===== config.mk =====
export PLATFORM = sky130hd
export DESIGN_NAME = rggen_bit_field_event_capture_flat
export DESIGN_NICKNAME = d
export VERILOG_FILES = /design/src/rtl/rggen_bit_field_event_capture_if.sv /design/src/rtl/rggen_bit_field_event_capture.sv /design/src/flat_wrapper.sv
export SDC_FILE = /design/constraint.sdc
export NUM_CORES = 1
export LEC_CHECK = 0
export CAP_MARGIN = 30
export CORE_AREA = 3 3 40 42
export CTS_CLUSTER_DIAMETER = 50
export CTS_CLUSTER_SIZE = 8
export DETAILED_ROUTE_END_ITERATION = 16
export DIE_AREA = 0 0 43 45
export HOLD_SLACK_MARGIN = 0.12
export MAX_ROUTING_LAYER = met4
export PLACE_DENSITY = 0.33
export SLEW_MARGIN = 15
export SYNTH_ARGS = -nofsm -noshare
export SYNTH_HDL_FRONTEND = slang
export SYNTH_SLANG_ARGS = --single-unit

===== constraint.sdc =====
create_clock -name i_clk -period 2.35 [get_ports i_clk]
set_clock_uncertainty 0.15 [all_clocks]
set_input_delay 0.3525 -clock i_clk [delete_from_list [all_inputs] [get_ports i_clk]]
set_output_delay 0.3525 -clock i_clk [all_outputs]
set_load 0.1 [all_outputs]

===== src/rtl/rggen_bit_field_event_capture_if.sv =====
// Register bit-field bus between the register block and one bit field.
// The master side issues write requests; the bit field returns its value.
interface rggen_bit_field_event_capture_if #(
   parameter int WIDTH = 1
);
   logic             valid;
   logic [WIDTH-1:0] write_mask;
   logic [WIDTH-1:0] write_data;
   logic [WIDTH-1:0] read_data;
   logic [WIDTH-1:0] value;

   modport master (
      output valid,
      output write_mask,
      output write_data,
      input  read_data,
      input  value
   );

   modport slave (
      input  valid,
      input  write_mask,
      input  write_data,
      output read_data,
      output value
   );

   modport bit_field (
      input  valid,
      input  write_mask,
      input  write_data,
      output read_data,
      output value
   );
endinterface


===== src/rtl/rggen_bit_field_event_capture.sv =====
// Event-capture bit field: hardware events set sticky status bits, software
// clears them through the bit-field bus. Per-bit overflow flags record an
// event arriving on a bit that was already set; o_irq is a registered OR of
// enabled status bits.
module rggen_bit_field_event_capture #(
   parameter int               WIDTH         = 1,
   parameter bit               CLEAR_VALUE   = 1'b1,
   parameter bit               EDGE_DETECT   = 1'b1,
   parameter bit               SET_PRIORITY  = 1'b1,
   parameter logic [WIDTH-1:0] INITIAL_VALUE = '0
) (
   input  logic                                   i_clk,
   input  logic                                   i_rst,
   rggen_bit_field_event_capture_if.bit_field     bit_field_if,
   input  logic [WIDTH-1:0]                       i_event,
   input  logic [WIDTH-1:0]                       i_enable,
   output logic [WIDTH-1:0]                       o_status,
   output logic [WIDTH-1:0]                       o_overflow,
   output logic                                   o_irq
);

   logic [WIDTH-1:0] status;
   logic [WIDTH-1:0] overflow;
   logic [WIDTH-1:0] event_d;
   logic             irq;

   logic [WIDTH-1:0] set_req;
   logic [WIDTH-1:0] clear_req;
   logic [WIDTH-1:0] clear_data;
   logic [WIDTH-1:0] status_next;
   logic [WIDTH-1:0] overflow_next;

   // Decode set/clear requests and resolve the next status and overflow.
   always_comb begin
      set_req       = '0;
      clear_req     = '0;
      clear_data    = '0;
      status_next   = status;
      overflow_next = overflow;

      if (EDGE_DETECT) begin
         set_req = i_event & ~event_d;
      end else begin
         set_req = i_event;
      end

      clear_data = CLEAR_VALUE ? bit_field_if.write_data : ~bit_field_if.write_data;
      if (bit_field_if.valid) begin
         clear_req = bit_field_if.write_mask & clear_data;
      end

      if (SET_PRIORITY) begin
         status_next = (status & ~clear_req) | set_req;
      end else begin
         status_next = (status | set_req) & ~clear_req;
      end

      // A clear always drops the overflow flag, even when the set wins on status.
      overflow_next = (overflow | (set_req & status)) & ~clear_req;
   end

   // State registers; irq is taken from the current status, so it lags status by one edge.
   always_ff @(posedge i_clk) begin
      if (i_rst) begin
         status   <= INITIAL_VALUE;
         overflow <= '0;
         event_d  <= '0;
         irq      <= 1'b0;
      end else begin
         status   <= status_next;
         overflow <= overflow_next;
         event_d  <= i_event;
         irq      <= |(status & i_enable);
      end
   end

   assign bit_field_if.read_data = status;
   assign bit_field_if.value     = status;
   assign o_status               = status;
   assign o_overflow             = overflow;
   assign o_irq                  = irq;

endmodule


===== src/flat_wrapper.sv =====
// flat-port wrapper written by rule: the top's interface ports become plain ports
module rggen_bit_field_event_capture_flat 
#(
   parameter int               WIDTH         = 1,
   parameter bit               CLEAR_VALUE   = 1'b1,
   parameter bit               EDGE_DETECT   = 1'b1,
   parameter bit               SET_PRIORITY  = 1'b1,
   parameter logic [WIDTH-1:0] INITIAL_VALUE = '0
)
  (i_clk, i_rst, i_event, i_enable, o_status, o_overflow, o_irq, bit_field_if_valid, bit_field_if_write_mask, bit_field_if_write_data, bit_field_if_read_data, bit_field_if_value);
  rggen_bit_field_event_capture_if #(.WIDTH(WIDTH)) bit_field_if_i ();
  input  logic i_clk;
  input  logic i_rst;
  input  logic [WIDTH-1:0] i_event;
  input  logic [WIDTH-1:0] i_enable;
  output logic [WIDTH-1:0] o_status;
  output logic [WIDTH-1:0] o_overflow;
  output logic o_irq;
  input wire logic [$bits(bit_field_if_i.valid)-1:0] bit_field_if_valid;
  input wire logic [$bits(bit_field_if_i.write_mask)-1:0] bit_field_if_write_mask;
  input wire logic [$bits(bit_field_if_i.write_data)-1:0] bit_field_if_write_data;
  output wire logic [$bits(bit_field_if_i.read_data)-1:0] bit_field_if_read_data;
  output wire logic [$bits(bit_field_if_i.value)-1:0] bit_field_if_value;
  assign bit_field_if_i.valid = bit_field_if_valid;
  assign bit_field_if_i.write_mask = bit_field_if_write_mask;
  assign bit_field_if_i.write_data = bit_field_if_write_data;
  assign bit_field_if_read_data = bit_field_if_i.read_data;
  assign bit_field_if_value = bit_field_if_i.value;
  rggen_bit_field_event_capture #(.WIDTH(WIDTH), .CLEAR_VALUE(CLEAR_VALUE), .EDGE_DETECT(EDGE_DETECT), .SET_PRIORITY(SET_PRIORITY), .INITIAL_VALUE(INITIAL_VALUE)) u_core (.i_clk(i_clk), .i_rst(i_rst), .bit_field_if(bit_field_if_i), .i_event(i_event), .i_enable(i_enable), .o_status(o_status), .o_overflow(o_overflow), .o_irq(o_irq));
endmodule

=== Yosys cells after proc, flatten, opt, wreduce, memory -nomap -nowiden ===
Index checks and enable logic that the tools add are counted.

* Input bits: 7
* Bits in registers: 4
* Output and inout port bits: 5

* Bitwise logic cells: 10
* Muxes and demuxes: 1

{| class="wikitable"
|+ Operators with widths
! operator !! count
|-
| AND 1 bit || 6
|-
| NOT 1 bit || 2
|-
| OR 1 bit || 2
|-
| two-way mux 1 bit || 1
|}

=== Logic depth before layout (Yosys ltp) ===
* Word-level depth: 5
* Gate-level depth with buffers: 2
* Mapped depth without buffers: 2

=== Worst setup path before layout ===
OpenSTA, ideal clock, no wires.

* Kind: register to output
* Start: register u_core.status (netlist: u_core.bit_field_if.read_data)
* End: output port bit_field_if_value
* Arrival: 1.409 ns
* Cell stages (with the launch flop): 2
* Slack: 0.438 ns
* Cell sequence: dfxtp_1 buf_4

{| class="wikitable"
|+ RTL lines
! item !! line !! text
|-
| start, declared || rggen_bit_field_event_capture.sv:22 || <nowiki>logic [WIDTH-1:0] status;</nowiki>
|-
| start signal, assigned || rggen_bit_field_event_capture.sv:70 || <nowiki>status <= status_next;</nowiki>
|-
| end, declared || flat_wrapper.sv:23 || <nowiki>output wire logic [$bits(bit_field_if_i.value)-1:0] bit_field_if_value;</nowiki>
|}

No word-level cell between the ends.

=== Worst setup path after layout ===
* Start: register u_core.status (netlist: u_core.bit_field_if.read_data)
* End: output port bit_field_if_read_data

{| class="wikitable"
|+ RTL lines
! item !! line !! text
|-
| end, declared || flat_wrapper.sv:22 || <nowiki>output wire logic [$bits(bit_field_if_i.read_data)-1:0] bit_field_if_read_data;</nowiki>
|}

No word-level cell between the ends.

==> results by stage <==
Global routing:
- Across every metal layer, demand over resource in global routing totals 0.04281.
- The pin count of the biggest net entering global routing is 6.
- After global routing the overflow that remains totals 0.
- The via count of the first global-routing pass is 148.
- The first global-routing pass estimated 531 um of wire.
- The number of antenna violations at the first check in global routing was 0.

Worst setup path:
- For flop-to-flop paths, the worst setup slack is 1.43 ns.
- The slowest library cell on the worst path is dfxtp_1.
- The highest fanout seen on the critical path is 5.
- For the worst flop-to-flop path, the logic depth is 2.
- In this run the critical register-to-register path is captured at u_core.o_overflow.
- The largest incremental delay on the critical path is 0.38 ns.
- The worst setup path endpoint is bit_field_if_read_data.
- The most critical setup path has its startpoint at u_core.bit_field_if.read_data.
- Counting both buffers and inverters, the worst setup path holds a total of 1.
- The kind of cell adding the most delay to the critical path is flip-flops.
- The required time of the worst setup path is 1.85 ns.
- The reg-to-reg critical path startpoint is u_core.bit_field_if.read_data.
- The number of cells on the critical path is 1.
- The category of the worst setup path capture point is an output port.
- The critical path is of the reg -> out type.
- The signal on the critical path passes through buf_4.
- The startpoint type of the worst setup path is a flip-flop.
- The endpoint arrival time on the critical path is 0.93 ns.

Final layout:
- The final cell area excluding filler cells is 279.0 sq um.
- The layout has 149 filler cells.
- Compared with the post-synthesis result, the final layout area differs by 79.84%.
- In the final design database the tool counted 37 nets.
- The repair_antennas step left the layout with diodes totalling 0.
- The fraction of final layout cells sized beyond drive strength 1 is 0.3214.
- At the end of the flow the core is filled with cells to 0.2171.

Floorplan:
- The die covers 0.001935 sq mm.
- From bottom edge to top edge, the die measures 45 um.
- The core region is 0.001285 sq mm.
- The initial core utilization is 0.1207.
- The die outline width is 43 um.
- The floorplan has 13 rows.
- 12 I/O pins were placed.

Synth:
- By area the synthesized netlist is led by dfxtp_1, buf_4, a211oi_2.
- The yosys synthesis warning count is 0.
- The primary flip-flop cell chosen by synthesis mapping is dfxtp_1.
- In this run, synthesis produced a sequential element count of 4.
- The cell count after synthesis is 16.
- By instance count, the leading cell after synthesis is dfxtp_1.
- The average footprint of a synthesized cell is 9.697 sq um.
- After synthesis the cells add up to 155.1 sq um.
- Of the synthesized area, sequential elements account for 0.5161.
- The unique cell type count in the Yosys netlist is 9.
- The share of synthesized area in the top cell type comes to 0.5161.
- After synthesis, the share of flip-flops with an asynchronous set or reset is 0.
- The net count after synthesis is 23.
- The number of enable-type register cells in the synthesized netlist is 0.
- The commonest cells after synthesis are dfxtp_1, inv_1, buf_4, nor2_1.
- Summed over all instances, the cell type with the most area after synthesis is dfxtp_1.

CTS:
- The clock tree from TritonCTS is done.
- The CTS clock-pin slew for the worst setup and hold paths is 0.04 ns.
- The number of H-tree levels is 1.
- The source-to-sink clock delay at the later pin of the worst-skew pair is 0.23 ns.
- In this run the deepest clock path goes through 2 buffers.
- The buffers inserted during post-CTS setup optimization is 0.
- The number of buffers added by the clock tree synthesis step is 3.
- The total of hold buffers inserted after clock tree synthesis is 0.
- Clock tree synthesis selected as its root buffer the cell clkbuf_4.
- The count of cells resized by post-cts repair is 0.
- The number of clock sinks is 4.

Drt:
- The detailed router's first-iteration violation count is 3.
- The number of optimization iterations in the first detailed-route pass is 2.
- The vias per cell is 3.419.
- The routed layout has 147 vias.
- The post-detailed-route DRC marker count is 0.
- The sum of routed wire length over all layers is 337 um.
- In this run the remaining antenna-violating nets after routing total 0.
- In the final routed layout, each cell accounts on average for 7.837 um.

Timing:
- The max-slew violation total from the final report was 0.
- The share of the clock period used by the worst path after layout is 0.6108.
- Setup violations remaining at the end of the flow were counted as 0.
- The setup total negative slack is 0 ns.
- The count of final hold-check violations is 0.
- The actual slew at the worst max-slew pin is 0.2788 ns.
- The minimum clock period after layout is 1.435 ns.
- Setup repair after global routing left no endpoint under its margin.
- In this run the tightest slew margin relative to its limit is 0.8156.
- Derived from the worst setup path, the maximum achievable clock frequency is 696.7 MHz.

Power:
- The leakage power is 0.1240 nW.
- Across the VDD grid, the largest voltage drop is 0.1583 mV.
- The power density over cell area is 841.2 mW/mm^2.

Hold path:
- The tightest min-delay check is of the reg -> reg type.

Place:
- After detailed placement, the total cell area comes to 256.5 sq um.
- At the end of routability-driven placement, the weighted congestion stood at 0.6372.
- Input and output buffers added on the ports amount to 11.

Job:
- Across the run, the number of max-cap violations was 0.

Run status:
- The run finished with clean final reports.
## per-layer routing
| layer | share of wire | wire length (um) | up-vias | global-route usage |
|---|---|---|---|---|
| met1 | 0.36 | 120 | 64 | 0.03357 |
| met3 | 0.074 | 25 | 0 | 0.01195 |
| met4 | 0 | 0 | 0 | 0.07229 |
| met2 | 0.57 | 191 | 7 | 0.06287 |
| met5 | 0 | 0 | - | - |
| li1 | - | - | 76 | - |
## power breakdown
group / leakage (nW) / internal (mW) / switching, mW / total [mW]
sequential: 0.0330 / 0.0725 / 0.00291 / 0.0755
combinational: 0.0771 / 0.0201 / 0.0551 / 0.0752
clock: 0.0138 / 0.0571 / 0.0270 / 0.0841
## state kept, by name, indices dropped and copies added (netlist names)
signal                         flops
u_core.bit_field_if.read_data      1
u_core.event_d                     1
u_core.o_irq                       1
u_core.o_overflow                  1
## layout make-up
cell class                 instances  area [sq um]  share of cell area
clock buffer                       3         22.52             0.08072
inverter                           3         11.26             0.04036
multi-input combinational          7         48.80              0.1749
sequential                         4         80.08              0.2870
tap                               15         18.77             0.06726
timing repair buffer              11         97.59              0.3498
## logic make-up (layout without fill, tap and decap cells)
family                 Yosys count  count (layout)  synth area share
buffers and inverters            5              17            0.1693
flip-flops                       4               4            0.5161
AO/OA/AOI/OAI                    2               2            0.1371
AND/OR/NAND/NOR                  5               5            0.1775
## worst register-to-register path, stage by stage (launching register included)
cell      delay, ns
dfxtp_1        0.38
nand3b_1       0.11
a211oi_2       0.20
## worst min path at each step
stage	startpoint	end	slack, ns	depth (start not counted)
final	u_core.event_d	u_core.bit_field_if.read_data	0.28	1
after global routing	u_core.event_d	u_core.bit_field_if.read_data	0.33	1
after CTS	u_core.event_d	u_core.bit_field_if.read_data	0.29	1
after detailed placement	u_core.event_d	u_core.bit_field_if.read_data	0.28	1
after global placement	u_core.event_d	u_core.bit_field_if.read_data	0.28	1
after floorplan	u_core.event_d	u_core.bit_field_if.read_data	0.26	1
## through the flow
stage                     total power, mW  instances  hold slack [ns]  worst slack (ns)
final                              0.2347         43           0.2807            0.9146
after global placement             0.1522         40           0.2801            0.9602
after global routing               0.2476         43           0.3283            0.8427
after detailed placement           0.1524         40           0.2801            0.9496
after CTS                          0.2419         43           0.2872            0.8896
after floorplan                    0.1348         16           0.2622            0.4381
## layout by cell type (no fill, tap or decap)
master / n
nand2b_1: 1
dfxtp_1: 4
a211oi_2: 1
inv_1: 3
clkbuf_4: 3
and3_1: 1
buf_4: 5
clkdlybuf4s50_1: 6
o32ai_1: 1
nand3b_1: 1
nor2_1: 2
No activity file was read; power rests on OpenSTA's default activity.
